<file path="config.mk">
export PLATFORM = sky130hd
export DESIGN_NAME = irq_capture_ctrl_flat
export DESIGN_NICKNAME = d
export VERILOG_FILES = /design/src/rtl/irq_capture_ctrl_pkg.sv /design/src/rtl/irq_capture_ctrl_if.sv /design/src/rtl/irq_capture_ctrl_pri_enc.sv /design/src/rtl/irq_capture_ctrl.sv /design/src/flat_wrapper.sv
export SDC_FILE = /design/constraint.sdc
export NUM_CORES = 1
export LEC_CHECK = 0
export CORE_MARGIN = 1.5
export CORE_UTILIZATION = 41
export CTS_BUF_LIST = sky130_fd_sc_hd__clkbuf_4 sky130_fd_sc_hd__clkbuf_8 sky130_fd_sc_hd__clkbuf_16
export DETAILED_ROUTE_END_ITERATION = 12
export PLACE_DENSITY = 0.71
export SKIP_LAST_GASP = 1
export SLEW_MARGIN = 10
export SYNTH_ARGS = -nofsm -noshare
export SYNTH_HDL_FRONTEND = slang
export SYNTH_SLANG_ARGS = --single-unit
</file>
<file path="constraint.sdc">
create_clock -name clk -period 0.95 [get_ports clk]
set_input_delay 0.19 -clock clk [delete_from_list [all_inputs] [get_ports clk]]
set_output_delay 0.19 -clock clk [all_outputs]
set_load 0.01 [all_outputs]
</file>
<file path="src/rtl/irq_capture_ctrl_pkg.sv">
`default_nettype none
// ============================================================================
//  Module   : irq_pkg
//  Purpose  : Shared sizes, FSM state encoding and reset values for the
//             interrupt capture front end.
//  Revision : 1.0
// ============================================================================
package irq_pkg;

   localparam int N_REQ = 4;
   localparam int ID_W  = $clog2(N_REQ);

   typedef enum logic [0:0] {
      IDLE    = 1'b0,
      PRESENT = 1'b1
   } state_t;

   localparam logic [N_REQ-1:0] PENDING_RST = '0;
   localparam logic [N_REQ-1:0] LOST_RST    = '0;

endpackage
`default_nettype wire

</file>
<file path="src/rtl/irq_capture_ctrl_if.sv">
`default_nettype none
// ============================================================================
//  Module   : irq_capture_ctrl_if
//  Purpose  : Valid/ready channel carrying the granted request index.
//  Revision : 1.0
// ============================================================================
interface irq_capture_ctrl_if;
   import irq_pkg::*;

   logic            irq_valid;
   logic [ID_W-1:0] irq_id;
   logic            irq_ready;

   modport master (output irq_valid, output irq_id, input irq_ready);
   modport slave  (input irq_valid, input irq_id, output irq_ready);

endinterface
`default_nettype wire

</file>
<file path="src/rtl/irq_capture_ctrl_pri_enc.sv">
`default_nettype none
// ============================================================================
//  Module   : irq_pri_enc
//  Purpose  : Combinational highest-set-bit encoder; index 0 for a zero vector.
//  Revision : 1.0
// ============================================================================
module irq_pri_enc
   import irq_pkg::*;
(
   input  wire logic [N_REQ-1:0] vec_i,
   output logic      [ID_W-1:0]  idx_o,
   output logic                  any_o
);

   // Ascending scan so the last (highest) set bit overwrites lower ones.
   always_comb begin
      idx_o = '0;
      any_o = |vec_i;
      for (int i = 0; i < N_REQ; i++) begin
         if (vec_i[i]) begin
            idx_o = ID_W'(i);
         end
      end
   end

endmodule
`default_nettype wire

</file>
<file path="src/rtl/irq_capture_ctrl.sv">
`default_nettype none
// ============================================================================
//  Module   : irq_capture_ctrl
//  Purpose  : Synchronises request lines, latches rising edges as pending and
//             presents the highest-priority unmasked one over valid/ready.
//  Revision : 1.0
// ============================================================================
module irq_capture_ctrl
   import irq_pkg::*;
(
   input  wire logic             clk,
   input  wire logic             rst,
   input  wire logic [N_REQ-1:0] req_in,
   input  wire logic [N_REQ-1:0] mask,
   input  wire logic             lost_clr,
   output logic      [N_REQ-1:0] pending,
   output logic      [N_REQ-1:0] lost,
   irq_capture_ctrl_if.master    irq_bus
);

   logic [N_REQ-1:0] sync1_q, sync2_q, sync_d_q;
   logic [N_REQ-1:0] pending_q, pending_d;
   logic [N_REQ-1:0] lost_q, lost_d;
   logic [N_REQ-1:0] edge_w, clr_w, cand_w;
   logic [ID_W-1:0]  enc_idx_w;
   logic             enc_any_w;
   logic             hs_w;

   state_t           state_q, state_d;
   logic             valid_q, valid_d;
   logic [ID_W-1:0]  id_q, id_d;

   always_ff @(posedge clk or posedge rst) begin
      if (rst) begin
         sync1_q  <= '0;
         sync2_q  <= '0;
         sync_d_q <= '0;
      end else begin
         sync1_q  <= req_in;
         sync2_q  <= sync1_q;
         sync_d_q <= sync2_q;
      end
   end

   assign edge_w = sync2_q & ~sync_d_q;
   assign hs_w   = valid_q & irq_bus.irq_ready;
   assign clr_w  = hs_w ? (N_REQ'(1) << id_q) : '0;
   assign cand_w = pending_q & ~mask;

   // Set beats clear; a colliding clear also suppresses the lost flag.
   always_comb begin
      pending_d = (pending_q & ~clr_w) | edge_w;
      lost_d    = lost_q | (edge_w & pending_q & ~clr_w);
      if (lost_clr) begin
         lost_d = '0;
      end
   end

   irq_pri_enc u_enc (
      .vec_i (cand_w),
      .idx_o (enc_idx_w),
      .any_o (enc_any_w)
   );

   always_comb begin
      state_d = state_q;
      valid_d = valid_q;
      id_d    = id_q;
      case (state_q)
         IDLE: begin
            if (enc_any_w) begin
               id_d    = enc_idx_w;
               valid_d = 1'b1;
               state_d = PRESENT;
            end
         end
         PRESENT: begin
            if (irq_bus.irq_ready) begin
               valid_d = 1'b0;
               state_d = IDLE;
            end
         end
         default: begin
            valid_d = 1'b0;
            state_d = IDLE;
         end
      endcase
   end

   always_ff @(posedge clk or posedge rst) begin
      if (rst) begin
         state_q   <= IDLE;
         valid_q   <= 1'b0;
         id_q      <= '0;
         pending_q <= PENDING_RST;
         lost_q    <= LOST_RST;
      end else begin
         state_q   <= state_d;
         valid_q   <= valid_d;
         id_q      <= id_d;
         pending_q <= pending_d;
         lost_q    <= lost_d;
      end
   end

   assign pending           = pending_q;
   assign lost              = lost_q;
   assign irq_bus.irq_valid = valid_q;
   assign irq_bus.irq_id    = id_q;

endmodule
`default_nettype wire

</file>
<file path="src/flat_wrapper.sv">
// flat-port wrapper written by rule: the top's interface ports become plain ports
module irq_capture_ctrl_flat import irq_pkg::*;
  (clk, rst, req_in, mask, lost_clr, pending, lost, irq_bus_irq_valid, irq_bus_irq_id, irq_bus_irq_ready);
  irq_capture_ctrl_if irq_bus_i ();
  input  wire logic clk;
  input  wire logic rst;
  input  wire logic [N_REQ-1:0] req_in;
  input  wire logic [N_REQ-1:0] mask;
  input  wire logic lost_clr;
  output logic      [N_REQ-1:0] pending;
  output logic      [N_REQ-1:0] lost;
  output wire logic [$bits(irq_bus_i.irq_valid)-1:0] irq_bus_irq_valid;
  output wire logic [$bits(irq_bus_i.irq_id)-1:0] irq_bus_irq_id;
  input wire logic [$bits(irq_bus_i.irq_ready)-1:0] irq_bus_irq_ready;
  assign irq_bus_irq_valid = irq_bus_i.irq_valid;
  assign irq_bus_irq_id = irq_bus_i.irq_id;
  assign irq_bus_i.irq_ready = irq_bus_irq_ready;
  irq_capture_ctrl u_core (.clk(clk), .rst(rst), .req_in(req_in), .mask(mask), .lost_clr(lost_clr), .pending(pending), .lost(lost), .irq_bus(irq_bus_i));
endmodule
</file>
==> results.cfg <==
[outcome]
status = complete, but fails checks
violations = negative setup slack

[sta]
relSlewSlack_pct = 80.22
tightest_slew_ns = 0.2968
timing.final.ws_setup_ns = -0.2019
hold_viol = 0
skew_ns = 0.01132
max_freq_mhz = 868.1
fin_crit_ns = 1.152
holdWs_ns = 0.1776
report.final.slew_viol_count = 0
rsz0062_at_grt = yes
fin_crit_sh_pct = 121.3
setup_violations = 23

[clock_network]
cts-hold-fix-buffers = 0
clockRootBuffer = clkbuf_4
clk_transition_reported_paths_ns = 0.13
cts_tree = built
clkSinkCount = 24
clock_latency_ns = 0.31
htree_levels = 1
cts_buffer_depth = 2
cts-buffers-inserted = 3

[setup_path]
r2r_end = u_core.lost[3]
critPathLaunch = u_core.irq_bus.irq_id[1]
arrival_ns = 1.35
rrSetupSlack_ns = -0.20
crit_path_end_kind = register
cp.required_ns = 1.15
rr_startpoint = u_core.irq_bus.irq_id[1]
rr_worst_depth = 5
crit_path_start_kind = register
crit_path_end = u_core.lost[3]
criticalPathCategory = reg2reg
crit_fanout = 4

[power_and_ir_drop]
finalPower_w = 0.003549
irDropWorstVdd_v = 0.001343
power_leakage_nw = 0.6412
p_per_area_nw_per_um2 = 2651

[floorplan]
start_util_pct = 43.24
rows = 16
die_h_um = 48.49
die_w_um = 48.49
num_io_pins = 23
core_area_um2 = 1962
dieArea_um2 = 2351

[synthesis]
synthFlopType = dfrtp_1
yosys.area_share.simple_pct = 12.39
synth_top_family_by_area = compound AO/OA/AOI/OAI gates
synth_top_cell_by_area = dfrtp_1
yosys-top-cells-area = dfrtp_1 (71%), nand2b_1 (5.2%), a21o_1 (3.5%)
synth-compound-area-share_pct = 14.01
synth_xor_area_share_pct = 0
syn_inst = 63
synth_seq_area_share_pct = 70.80
synth_warnings = 0
synth_fp_nets = 75
ys_ff_latch = 24
avgSynthCellArea_um2 = 13.47
synth-edff-count = 0
synth_top_area_share_pct = 70.80
synth.distinct_cells = 18
async_reset_ff_share_pct = 100.0
yosys.cell_count.top_type = dfrtp_1
synthMuxAreaShare_pct = 0
yosys.area_share.adder_pct = 0
yosys-top-cells-count = dfrtp_1 (24), nand2b_1 (7), inv_1 (5)
synth_area_um2 = 848.3

[route]
drt_pass1_iterations = 4
remaining_drc_errors = 0
wl_per_cell_um = 13.83
ant_nets = 0
dr_total_vias = 650
dr.first_iter.drc_count = 6
wl_um = 1840
routed_via_density = 4.887

[min_path]
hold_path.class = in2async

[layout]
drive_above_1_share_pct = 41.51
fin_nets = 119
area_growth_pct = 57.82
num_antenna_cells = 0

[global_route]
grt_max_degree = 25
antenna_found_initial = 0
grt-ovfl-total = 0
grt_pass1_wl_um = 3015
grt_usage_pct = 17.12
grt_pass1_vias = 659

[placement]
place_ws_ns = -0.3840
place_hpwl_um = 1141
port_buffers = 22
routabilityCongestion = 0.7341

[flow_run]
maxCapViolCount = 0
## what timing repair did
action | CTS | global route
resized for setup | 58 | 4
setup buffers | 9 | 1
pin swaps | 6 | 2
endpoints found under the setup margin | 22 | 23
## critical path: stages, from the launching register on
cell     delay, ns
dfrtp_1       0.42
buf_6         0.12
buf_6         0.11
nand4_1       0.08
nand2_1       0.09
o41ai_2       0.22
## flip-flops by register name, summed over array words and instances, names as in the netlist
register	cells
u_core.irq_bus.irq_id	2
u_core.pending	4
u_core.state_q	1
u_core.sync1_q	4
u_core.lost	4
u_core.sync_d_q	4
u_core.sync2_q	4
u_core.irq_bus.irq_valid	1
## cell type report
type	instances	area (um2)
fillers	144	623.1
well taps	27	33.78
inverters	5	18.77
repair buffers	40	349.1
multi-input cells	33	305.3
clock buffers	4	30.03
flip-flops and latches	24	601.8
## through the flow
stage / instances / util (%) / TNS (ns) / cell area, um2
CTS: 132 / 67.16 / -2.390 / 1318
floorplan: 63 / - / -0.1167 / 849.6
global placement: 119 / 59.69 / -4.662 / 1171
global route: 133 / 68.24 / -3.525 / 1339
detailed placement: 119 / 59.69 / -4.955 / 1171
finish: 133 / 68.24 / -2.463 / 1339
## metal layers
| layer | part of all wire (%) | wire (um) | up-vias | GRT usage (%) |
|---|---|---|---|---|
| met3 | 3.8 | 70 | 4 | 3.395 |
| met2 | 48 | 882 | 23 | 27.55 |
| li1 | - | - | 307 | - |
| met1 | 46 | 850 | 316 | 21.64 |
| met4 | 2.0 | 37 | 0 | 10.00 |
| met5 | 0 | 0 | - | 0 |
## kinds of logic after synthesis
family | Yosys count
flops | 24
compound gates | 15
simple gates | 18
buf+inv | 6
## worst min path at each step
stage | startpoint | end
2_1_floorplan | rst | u_core.irq_bus.irq_id[1]
3_3_place_gp | u_core.sync1_q[3] | u_core.sync2_q[3]
3_5_place_dp | u_core.sync1_q[3] | u_core.sync2_q[3]
4_1_cts | rst | u_core.sync1_q[0]
5_1_grt | rst | u_core.sync1_q[2]
6_report | rst | u_core.sync_d_q[2]
## power by group
group | internal [W] | switching [W]
sequential | 0.00124 | 0.000189
combinational | 0.000951 | 0.000691
clock | 0.000192 | 0.000281
## cell usage in the layout (no fill, tap or decap), types with 2 or more instances in the layout
cell | netlist | layout
buf_2 | 1 | 9
clkdlybuf4s50_1 | 0 | 11
nand2b_4 | 0 | 4
clkbuf_4 | 0 | 4
nor2_1 | 3 | 3
buf_6 | 0 | 9
nand4b_1 | 2 | 2
inv_1 | 5 | 5
a41oi_2 | 0 | 3
a21o_1 | 4 | 4
a22o_1 | 2 | 2
nand2_1 | 4 | 4
dfrtp_1 | 24 | 23
nand2b_1 | 7 | 3
buf_4 | 0 | 9
Power figures use the tool's default switching activity.
